$ cat src/rtl/selector_rr_arbiter_pkg.sv
// Shared definitions for the selector round-robin arbiter.
// Contents:
//   SEL_NONE/SEL_A/SEL_B/SEL_C : 2-bit select codes driven on SW
//   state_t                    : arbiter FSM states (ST_IDLE, ST_GRANT)
//   onehot_to_sel()            : converts a one-hot grant vector into its select code
package selector_rr_arbiter_pkg;

    localparam logic [1:0] SEL_NONE = 2'b00;
    localparam logic [1:0] SEL_A    = 2'b01;
    localparam logic [1:0] SEL_B    = 2'b10;
    localparam logic [1:0] SEL_C    = 2'b11;

    typedef enum logic {
        ST_IDLE  = 1'b0,
        ST_GRANT = 1'b1
    } state_t;

    // Bit 0 is A, bit 1 is B, bit 2 is C; anything that is not a single
    // valid requester maps to "none".
    function automatic logic [1:0] onehot_to_sel(input logic [2:0] onehot);
        logic [1:0] sel;
        sel = SEL_NONE;
        case (onehot)
            3'b001:  sel = SEL_A;
            3'b010:  sel = SEL_B;
            3'b100:  sel = SEL_C;
            default: sel = SEL_NONE;
        endcase
        return sel;
    endfunction

endpackage

$ cat src/rtl/selector_rr_arbiter_rr_pick3.sv
// Combinational round-robin picker for three requesters.
// Ports:
//   req    [2:0] in  : request lines, bit0 = A, bit1 = B, bit2 = C
//   last   [1:0] in  : select code of the last served requester
//   winner [2:0] out : one-hot winner, 000 when nothing requests
//   any          out : at least one request is present
module rr_pick3
    import selector_rr_arbiter_pkg::*;
(
    input  logic [2:0] req,
    input  logic [1:0] last,
    output logic [2:0] winner,
    output logic       any
);

    // The search starts just after the last served requester and wraps
    // C -> A, so the last served one is always considered last. A "none"
    // pointer behaves like C so that A has first priority.
    always_comb begin
        winner = 3'b000;
        case (last)
            SEL_A: begin
                if (req[1])      winner = 3'b010;
                else if (req[2]) winner = 3'b100;
                else if (req[0]) winner = 3'b001;
            end
            SEL_B: begin
                if (req[2])      winner = 3'b100;
                else if (req[0]) winner = 3'b001;
                else if (req[1]) winner = 3'b010;
            end
            default: begin
                if (req[0])      winner = 3'b001;
                else if (req[1]) winner = 3'b010;
                else if (req[2]) winner = 3'b100;
            end
        endcase
    end

    assign any = |req;

endmodule

$ cat src/rtl/selector_rr_arbiter.sv
// Round-robin arbiter that shares the 3-source, 3-bit selector datapath
// between requesters A, B and C. Fairness comes from a rotating
// last-served pointer plus a maximum hold time per grant under contention.
// Parameters:
//   HOLD : maximum consecutive cycles a grant is kept while another waits (1..15)
//   CW   : hold counter width, 2**CW > HOLD
// Ports:
//   CLK       in  : system clock, rising edge
//   RST_N     in  : asynchronous active-low reset
//   REQ [2:0] in  : request lines, bit0 = A, bit1 = B, bit2 = C
//   A/B/C [2:0] in: data of each requester
//   GNT [2:0] out : registered one-hot grant, 000 when idle
//   SW  [1:0] out : registered select code (00 none, 01 A, 10 B, 11 C)
//   O   [2:0] out : data of the granted requester, 000 when idle
//   EN        out : grant active (SW != 00)
module selector_rr_arbiter
    import selector_rr_arbiter_pkg::*;
#(
    parameter int HOLD = 4,
    parameter int CW   = 4
) (
    input  logic       CLK,
    input  logic       RST_N,
    input  logic [2:0] REQ,
    input  logic [2:0] A,
    input  logic [2:0] B,
    input  logic [2:0] C,
    output logic [2:0] GNT,
    output logic [1:0] SW,
    output logic [2:0] O,
    output logic       EN
);

    localparam logic [CW-1:0] RELOAD = CW'(HOLD - 1);

    state_t        state;
    logic [1:0]    last;
    logic [CW-1:0] cnt;
    logic [2:0]    winner;
    logic          any;
    logic          owner_req;
    logic          others_req;

    rr_pick3 u_pick (
        .req    (REQ),
        .last   (last),
        .winner (winner),
        .any    (any)
    );

    assign owner_req  = |(REQ & GNT);
    assign others_req = |(REQ & ~GNT);

    // While a grant is active the pointer equals the current owner, so the
    // picker naturally ranks the owner last when choosing a successor on
    // release or expiry. The counter only gates expiry; an uncontended owner
    // simply reloads it and keeps the grant.
    always_ff @(posedge CLK or negedge RST_N) begin
        if (!RST_N) begin
            state <= ST_IDLE;
            GNT   <= 3'b000;
            SW    <= SEL_NONE;
            cnt   <= '0;
            last  <= SEL_C;
        end else begin
            case (state)
                ST_IDLE: begin
                    if (any) begin
                        state <= ST_GRANT;
                        GNT   <= winner;
                        SW    <= onehot_to_sel(winner);
                        last  <= onehot_to_sel(winner);
                        cnt   <= RELOAD;
                    end
                end
                ST_GRANT: begin
                    if (!owner_req) begin
                        if (any) begin
                            GNT  <= winner;
                            SW   <= onehot_to_sel(winner);
                            last <= onehot_to_sel(winner);
                            cnt  <= RELOAD;
                        end else begin
                            state <= ST_IDLE;
                            GNT   <= 3'b000;
                            SW    <= SEL_NONE;
                            cnt   <= '0;
                        end
                    end else if (cnt == '0) begin
                        if (others_req) begin
                            GNT  <= winner;
                            SW   <= onehot_to_sel(winner);
                            last <= onehot_to_sel(winner);
                        end
                        cnt <= RELOAD;
                    end else begin
                        cnt <= cnt - 1'b1;
                    end
                end
                default: begin
                    state <= ST_IDLE;
                    GNT   <= 3'b000;
                    SW    <= SEL_NONE;
                    cnt   <= '0;
                end
            endcase
        end
    end

    // Output mux follows the registered select code; idle forces zeros so
    // no requester data leaks downstream.
    always_comb begin
        O = 3'b000;
        case (SW)
            SEL_A:   O = A;
            SEL_B:   O = B;
            SEL_C:   O = C;
            default: O = 3'b000;
        endcase
    end

    assign EN = (SW != SEL_NONE);

endmodule

$ cat config.mk
export PLATFORM = sky130hd
export DESIGN_NAME = selector_rr_arbiter
export DESIGN_NICKNAME = d
export VERILOG_FILES = /design/src/rtl/selector_rr_arbiter_pkg.sv /design/src/rtl/selector_rr_arbiter_rr_pick3.sv /design/src/rtl/selector_rr_arbiter.sv
export SDC_FILE = /design/constraint.sdc
export NUM_CORES = 1
export LEC_CHECK = 0
export CORE_ASPECT_RATIO = 1.2
export CORE_MARGIN = 2
export CORE_UTILIZATION = 50
export CTS_BUF_LIST = sky130_fd_sc_hd__clkbuf_16
export DETAILED_ROUTE_END_ITERATION = 12
export PLACE_DENSITY_LB_ADDON = 0.1
export SLEW_MARGIN = 20
export SYNTH_ARGS = -nofsm -noshare
export SYNTH_HDL_FRONTEND = slang
export SYNTH_SLANG_ARGS = --single-unit
$ cat constraint.sdc
create_clock -name CLK -period 3.2 [get_ports CLK]
set_clock_uncertainty 0.05 [all_clocks]
set_input_delay 0.32 -clock CLK [delete_from_list [all_inputs] [get_ports CLK]]
set_output_delay 0.32 -clock CLK [all_outputs]
set_load 0.05 [all_outputs]
Yosys cells after proc, flatten, opt, wreduce, memory -nomap -nowiden
Index checks and enable logic that the tools add are counted.
{"block": "totals", "ff_bits": 12, "input_bits": 14, "out_inout_bits": 9}
{"block": "classes", "n_addsub": 1, "eq_ne": 11, "muxes": 35, "bitwise_logic": 4, "n_reduce_logical": 7}
{"op": "$mux 3", "n": 12}
{"op": "$mux 2", "n": 9}
{"op": "$mux 4", "n": 3}
{"op": "$pmux 3 s2", "n": 2}
{"op": "$pmux 3 s3", "n": 1}
{"op": "$reduce_or 3->1", "n": 3}
{"op": "$pmux 2 s2", "n": 2}
{"op": "$pmux 4 s2", "n": 1}
{"op": "$and 3x3->3", "n": 2}
{"op": "$eq 2x2->1 const B", "n": 3}
{"op": "$ne 3x2->1 const B", "n": 2}
{"op": "$pmux 2 s3", "n": 1}
{"op": "$eq 2x1->1 const B", "n": 2}
{"op": "$logic_not 4->1", "n": 1}
{"op": "$sub 4x1->4 const B", "n": 1}
{"op": "$eq 3x1->1 const B", "n": 1}
{"op": "$eq 3x2->1 const B", "n": 1}
{"op": "$eq 3x3->1 const B", "n": 1}
{"op": "$mux 1", "n": 3}
{"op": "$not 3->3", "n": 1}
{"op": "$reduce_and 3->1", "n": 1}
{"op": "$ne 2x2->1 const B", "n": 1}
{"op": "$pmux 1 s2", "n": 1}
{"op": "$reduce_and 2->1", "n": 1}
{"op": "other kinds (2)", "n": 2}

Longest topological paths before layout
{"block": "logic_depth", "ltp_word": 10, "ltp_mapped": 6, "mapped_depth_nobuf": 6}

By module
Synthesis repeated with hierarchy kept, for this count alone.
{"block": "unflattened", "cells_unflattened": 84, "hier_area_um2": 835.8}
{"module": "selector_rr_arbiter", "instances": 1, "cells_each": 66, "area_each_um2": 709.4, "seq_area_each_um2": 302.8}
{"module": "rr_pick3", "instances": 1, "cells_each": 18, "area_each_um2": 126.4, "seq_area_each_um2": 0.0}

Least setup slack after synthesis
No wires, ideal clock.
{"block": "synth_path", "path_type": "reg2reg", "from": "register GNT[0]", "to": "register GNT[0]", "setup_time_ns": 0.122, "arrival_time_ns": 1.688, "required_time_ns": 3.028, "path_slack_ns": 1.341, "path_stages_with_launch": 5, "path_buffers": 0, "synth_period_minus_slack_ns": 1.859, "path_cell_list": "dfrtp_1 > a222oi_1 > or2b_2 > or2_1 > a32o_1"}
{"block": "synth_via", "elab_chain_len": 5}
{"element": "start: declaration", "line": "selector_rr_arbiter.sv:28", "text": "output logic [2:0] GNT,"}
{"element": "start signal: assignment", "line": "selector_rr_arbiter.sv:70", "text": "GNT <= winner;"}
{"element": "start signal: assignment", "line": "selector_rr_arbiter.sv:79", "text": "GNT <= winner;"}
{"element": "start signal: assignment", "line": "selector_rr_arbiter.sv:91", "text": "GNT <= winner;"}
{"element": "$not 3->3", "line": "selector_rr_arbiter.sv:52", "text": "assign others_req = |(REQ & ~GNT);"}
{"element": "$and 3x3->3", "line": "selector_rr_arbiter.sv:52"}
{"element": "$reduce_or 3->1", "line": "selector_rr_arbiter.sv:52"}
{"element": "$ne 3x2->1 (no line)"}
{"element": "$reduce_and 3->1 (no line)"}
Parallel ways exist; a longest one is shown, timed or not.
A chain may end at the register's enable or synchronous reset.

Final worst setup path
{"block": "layout_path", "from": "register SW[1]", "to": "output port O[2]"}
{"block": "layout_via", "elab_chain_len": 2}
{"element": "start: declaration", "line": "selector_rr_arbiter.sv:29", "text": "output logic [1:0] SW,"}
{"element": "start signal: assignment", "line": "selector_rr_arbiter.sv:71", "text": "SW <= onehot_to_sel(winner);"}
{"element": "start signal: assignment", "line": "selector_rr_arbiter.sv:80", "text": "SW <= onehot_to_sel(winner);"}
{"element": "start signal: assignment", "line": "selector_rr_arbiter.sv:92", "text": "SW <= onehot_to_sel(winner);"}
{"element": "$eq 2x2->1 / $eq 2x1->1 (equally long branches)", "line": "selector_rr_arbiter.sv:114", "text": "case (SW)"}
{"element": "$pmux 3 s3 (*)", "line": "selector_rr_arbiter.sv:114"}
{"element": "end: declaration", "line": "selector_rr_arbiter.sv:30", "text": "output logic [2:0] O,"}
Every way passes the cells marked *; elsewhere a longest branch is shown, timed or not.

==> metrics.cfg <==
[layout]
area_growth_syn_to_layout_pct=35.4
final_cell_count_no_fill=127
final_layout_size_suffix_gt1_frac=0.119
layout.filler_cells=125
sequential_cell_area_um2=303
multiInputGateArea_um2=484
num_antenna_cells=0
final_core_utilization=0.711
finish.net_count=128

[global_route]
antenna_found_initial=0
grt-ovfl-total=0
grt_start_max_net_pins=13
grt_pass1_vias=687
grt_use_total=0.183
grt_first_pass_wirelength_mm=2.97

[power_and_ir_drop]
max_vdd_drop_mv=0.637
power_density_nw_per_um2=1060
power.total_mw=1.21
static-leakage-power_nw=0.511

[routing]
number_of_vias_in_the_routed_layout=734
wl_met2_um=779
total_detailed_routing_wirelength_mm=1.65
route.met3.wl_um=75
routed_wire_length_per_instance_um=13.0
dr.max_layer_used=met4
firstDrtPassIters=4
detail_route.iter0.violations=14
wirelength_met1_um=768
vias_per_cell=5.78
drc=0
antenna_left=0

[worst_setup_path]
critical_path.max_fanout=7
timing.critical_path.from_type=flip-flop
max_stage_delay_ns=0.69
worst_setup_path_end_kind=primary output
criticalPathCategory=flip-flop to primary output
cp_data_required_time_ns=2.83
slowest_stage=sky130_fd_sc_hd__clkdlybuf4s50_1
worstPathCellList=mux2_2 -> a22o_1 -> clkdlybuf4s50_1
crit_arrival_ns=1.98

[run]
cap_violations=0

[timing]
report.final.slew_viol_count=0
finalWorstPathRequiredPeriod_ns=2.35
timing.final.setup_violations=0
upper_clock_frequency_limit_mhz=426
timing.setup.tns_ns=0
timing.final.crit_share=0.734
tightestPinTransition_ns=0.532
final_hold_viol_count=0
max-slew-margin-rel=0.644
unrepaired_setup_endpoints_after_global_routing=false

[floorplan]
top_level_ports=23
die_h_um=48.9
placementRows=16
design.die.area_um2=2030
core_region_area_um2=1600
floorplan.die.width_um=41.4
initial_standard_cell_utilization_of_the_core=0.525

[placement]
globalplace.congestion=0.748
numPortBuffers=22
place.detailed.hpwl_mm=1.28
numPlacedInstances=123

[yosys]
syn-cell-area_um2=841
postSynthCellCount=86
synth.lib_cells_used.distinct=40
synth_ff_type=sky130_fd_sc_hd__dfrtp_1
async_flop_share=1.00
seq_area_frac_synth=0.360
ys.warnings.count=0
syn-mean-instance-area_um2=9.78
synth-edff-count=0
syn_nets=104
synth.ff_latch_count=12

[cts]
cts.hold.buffers_added=0
clock_sink_count=12
cts_resized=0
insertion_delay_ns=0.24
clock_tree.htree_level_count=1
cts_max_path_buffers=2
cts_post_setup_buffers_inserted=0
tritoncts_clock_tree=yes
cts-buffers-inserted=3
path_clk_slew_ns=0.04
cts_root_buf=sky130_fd_sc_hd__clkbuf_16

[hold_path]
hp-class=primary input to async pin

[run_status]
outcome=complete, no violations

[final timing paths]
kind / start / end / slack, ns / cells after the start
max: SW[1]$_DFFE_PN0P_ / O[2] / 0.85 / 3
min: RST_N / cnt[0]$_DFFE_PN0P_ / 0.39 / 1
max reg2reg: cnt[0]$_DFFE_PN0P_ / GNT[1]$_DFFE_PN0P_ / 1.30 / 6
min reg2reg: last[0]$_DFFE_PN1P_ / last[0]$_DFFE_PN1P_ / 0.44 / 1
max in group asynchronous: RST_N / last[1]$_DFFE_PN1P_ / 2.35 / 1
min in group CLK: last[0]$_DFFE_PN1P_ / last[0]$_DFFE_PN1P_ / 0.44 / 1
[routing by layer]
metal | up-vias | GRT usage
met5 | - | 0
met4 | 0 | 0.0806
met3 | 5 | 0.0407
met2 | 17 | 0.284
met1 | 339 | 0.242
li1 | 373 | -
[state kept, by name (all words and copies together), names as in the netlist]
name and count:
cnt 4, GNT 3, SW 2, last 2, state 1
[kinds of logic after synthesis]
logic type	synth area share
and+or+nand+nor	0.167
muxes	0.0521
DFF	0.360
adders and majority gates	0.0595
buffers and inverters	0.0640
AOI/OAI and AO/OA	0.287
xor gates and xnor gates	0.0104
[layout by cell type (no fill, tap or decap), drive strengths merged, types with 3 or more instances in the layout]
cell type / Yosys / final
a21o: 3 / 3
a21oi: 6 / 6
a22o: 3 / 3
clkbuf: 0 / 3
clkdlybuf4s50: 0 / 22
dfrtp: 10 / 10
ha: 4 / 4
inv: 8 / 9
mux2: 3 / 3
nor2b: 5 / 5
nor3: 3 / 3
o21ai: 5 / 5
o22ai: 3 / 3
o2bb2ai: 3 / 3
[power breakdown]
part,total [mW],leakage (nW),internal [mW],switching (mW)
combinational,0.703,0.327,0.295,0.408
clock,0.225,0.0423,0.164,0.0614
sequential,0.277,0.143,0.218,0.0596
[metrics by stage]
| stage | hold WS (ns) | instance area, µm² | worst slack [ns] |
|---|---|---|---|
| 2_1_floorplan | -0.0256 | 841 | 1.34 |
| 3_3_place_gp | 0.443 | 1060 | 0.956 |
| 3_5_place_dp | 0.437 | 1060 | 0.938 |
| 4_1_cts | 0.410 | 1140 | 0.863 |
| 5_1_grt | 0.448 | 1140 | 0.805 |
| 6_report | 0.386 | 1140 | 0.852 |
[synth_stat cells (2+ instances only)]
master | count | share of area
sky130_fd_sc_hd__dfrtp_1 | 10 | 0.30
sky130_fd_sc_hd__inv_1 | 7 | 0.031
sky130_fd_sc_hd__a21oi_1 | 6 | 0.036
sky130_fd_sc_hd__nor2b_1 | 5 | 0.037
sky130_fd_sc_hd__ha_1 | 4 | 0.060
sky130_fd_sc_hd__a21o_1 | 3 | 0.027
sky130_fd_sc_hd__a22o_1 | 3 | 0.031
sky130_fd_sc_hd__mux2_2 | 3 | 0.040
sky130_fd_sc_hd__o21ai_0 | 3 | 0.018
sky130_fd_sc_hd__o2bb2ai_1 | 3 | 0.031
sky130_fd_sc_hd__a22oi_1 | 2 | 0.018
sky130_fd_sc_hd__a32o_1 | 2 | 0.024
sky130_fd_sc_hd__dfstp_2 | 2 | 0.062
sky130_fd_sc_hd__nand2b_1 | 2 | 0.015
sky130_fd_sc_hd__nor3_1 | 2 | 0.012
sky130_fd_sc_hd__o21ai_1 | 2 | 0.012
sky130_fd_sc_hd__o21bai_1 | 2 | 0.018
sky130_fd_sc_hd__o22ai_1 | 2 | 0.015
sky130_fd_sc_hd__or3_1 | 2 | 0.015
[worst max-delay path: cells and delay by family, from the launching register on]
family | cells | cell delay, ns
flip-flops | 1 | 0.46
AO/OA/AOI/OAI | 1 | 0.22
multiplexers | 1 | 0.37
buffers and inverters | 1 | 0.69
[layout make-up]
class / count / share of cell area
inverter: 8 / 0.0264
sequential: 12 / 0.266
tap: 18 / 0.0198
timing repair buffer: 22 / 0.193
multi-input combinational: 63 / 0.425
clock inverter: 1 / 0.00330
clock buffer: 3 / 0.0659
Power figures use the tool's default switching activity.
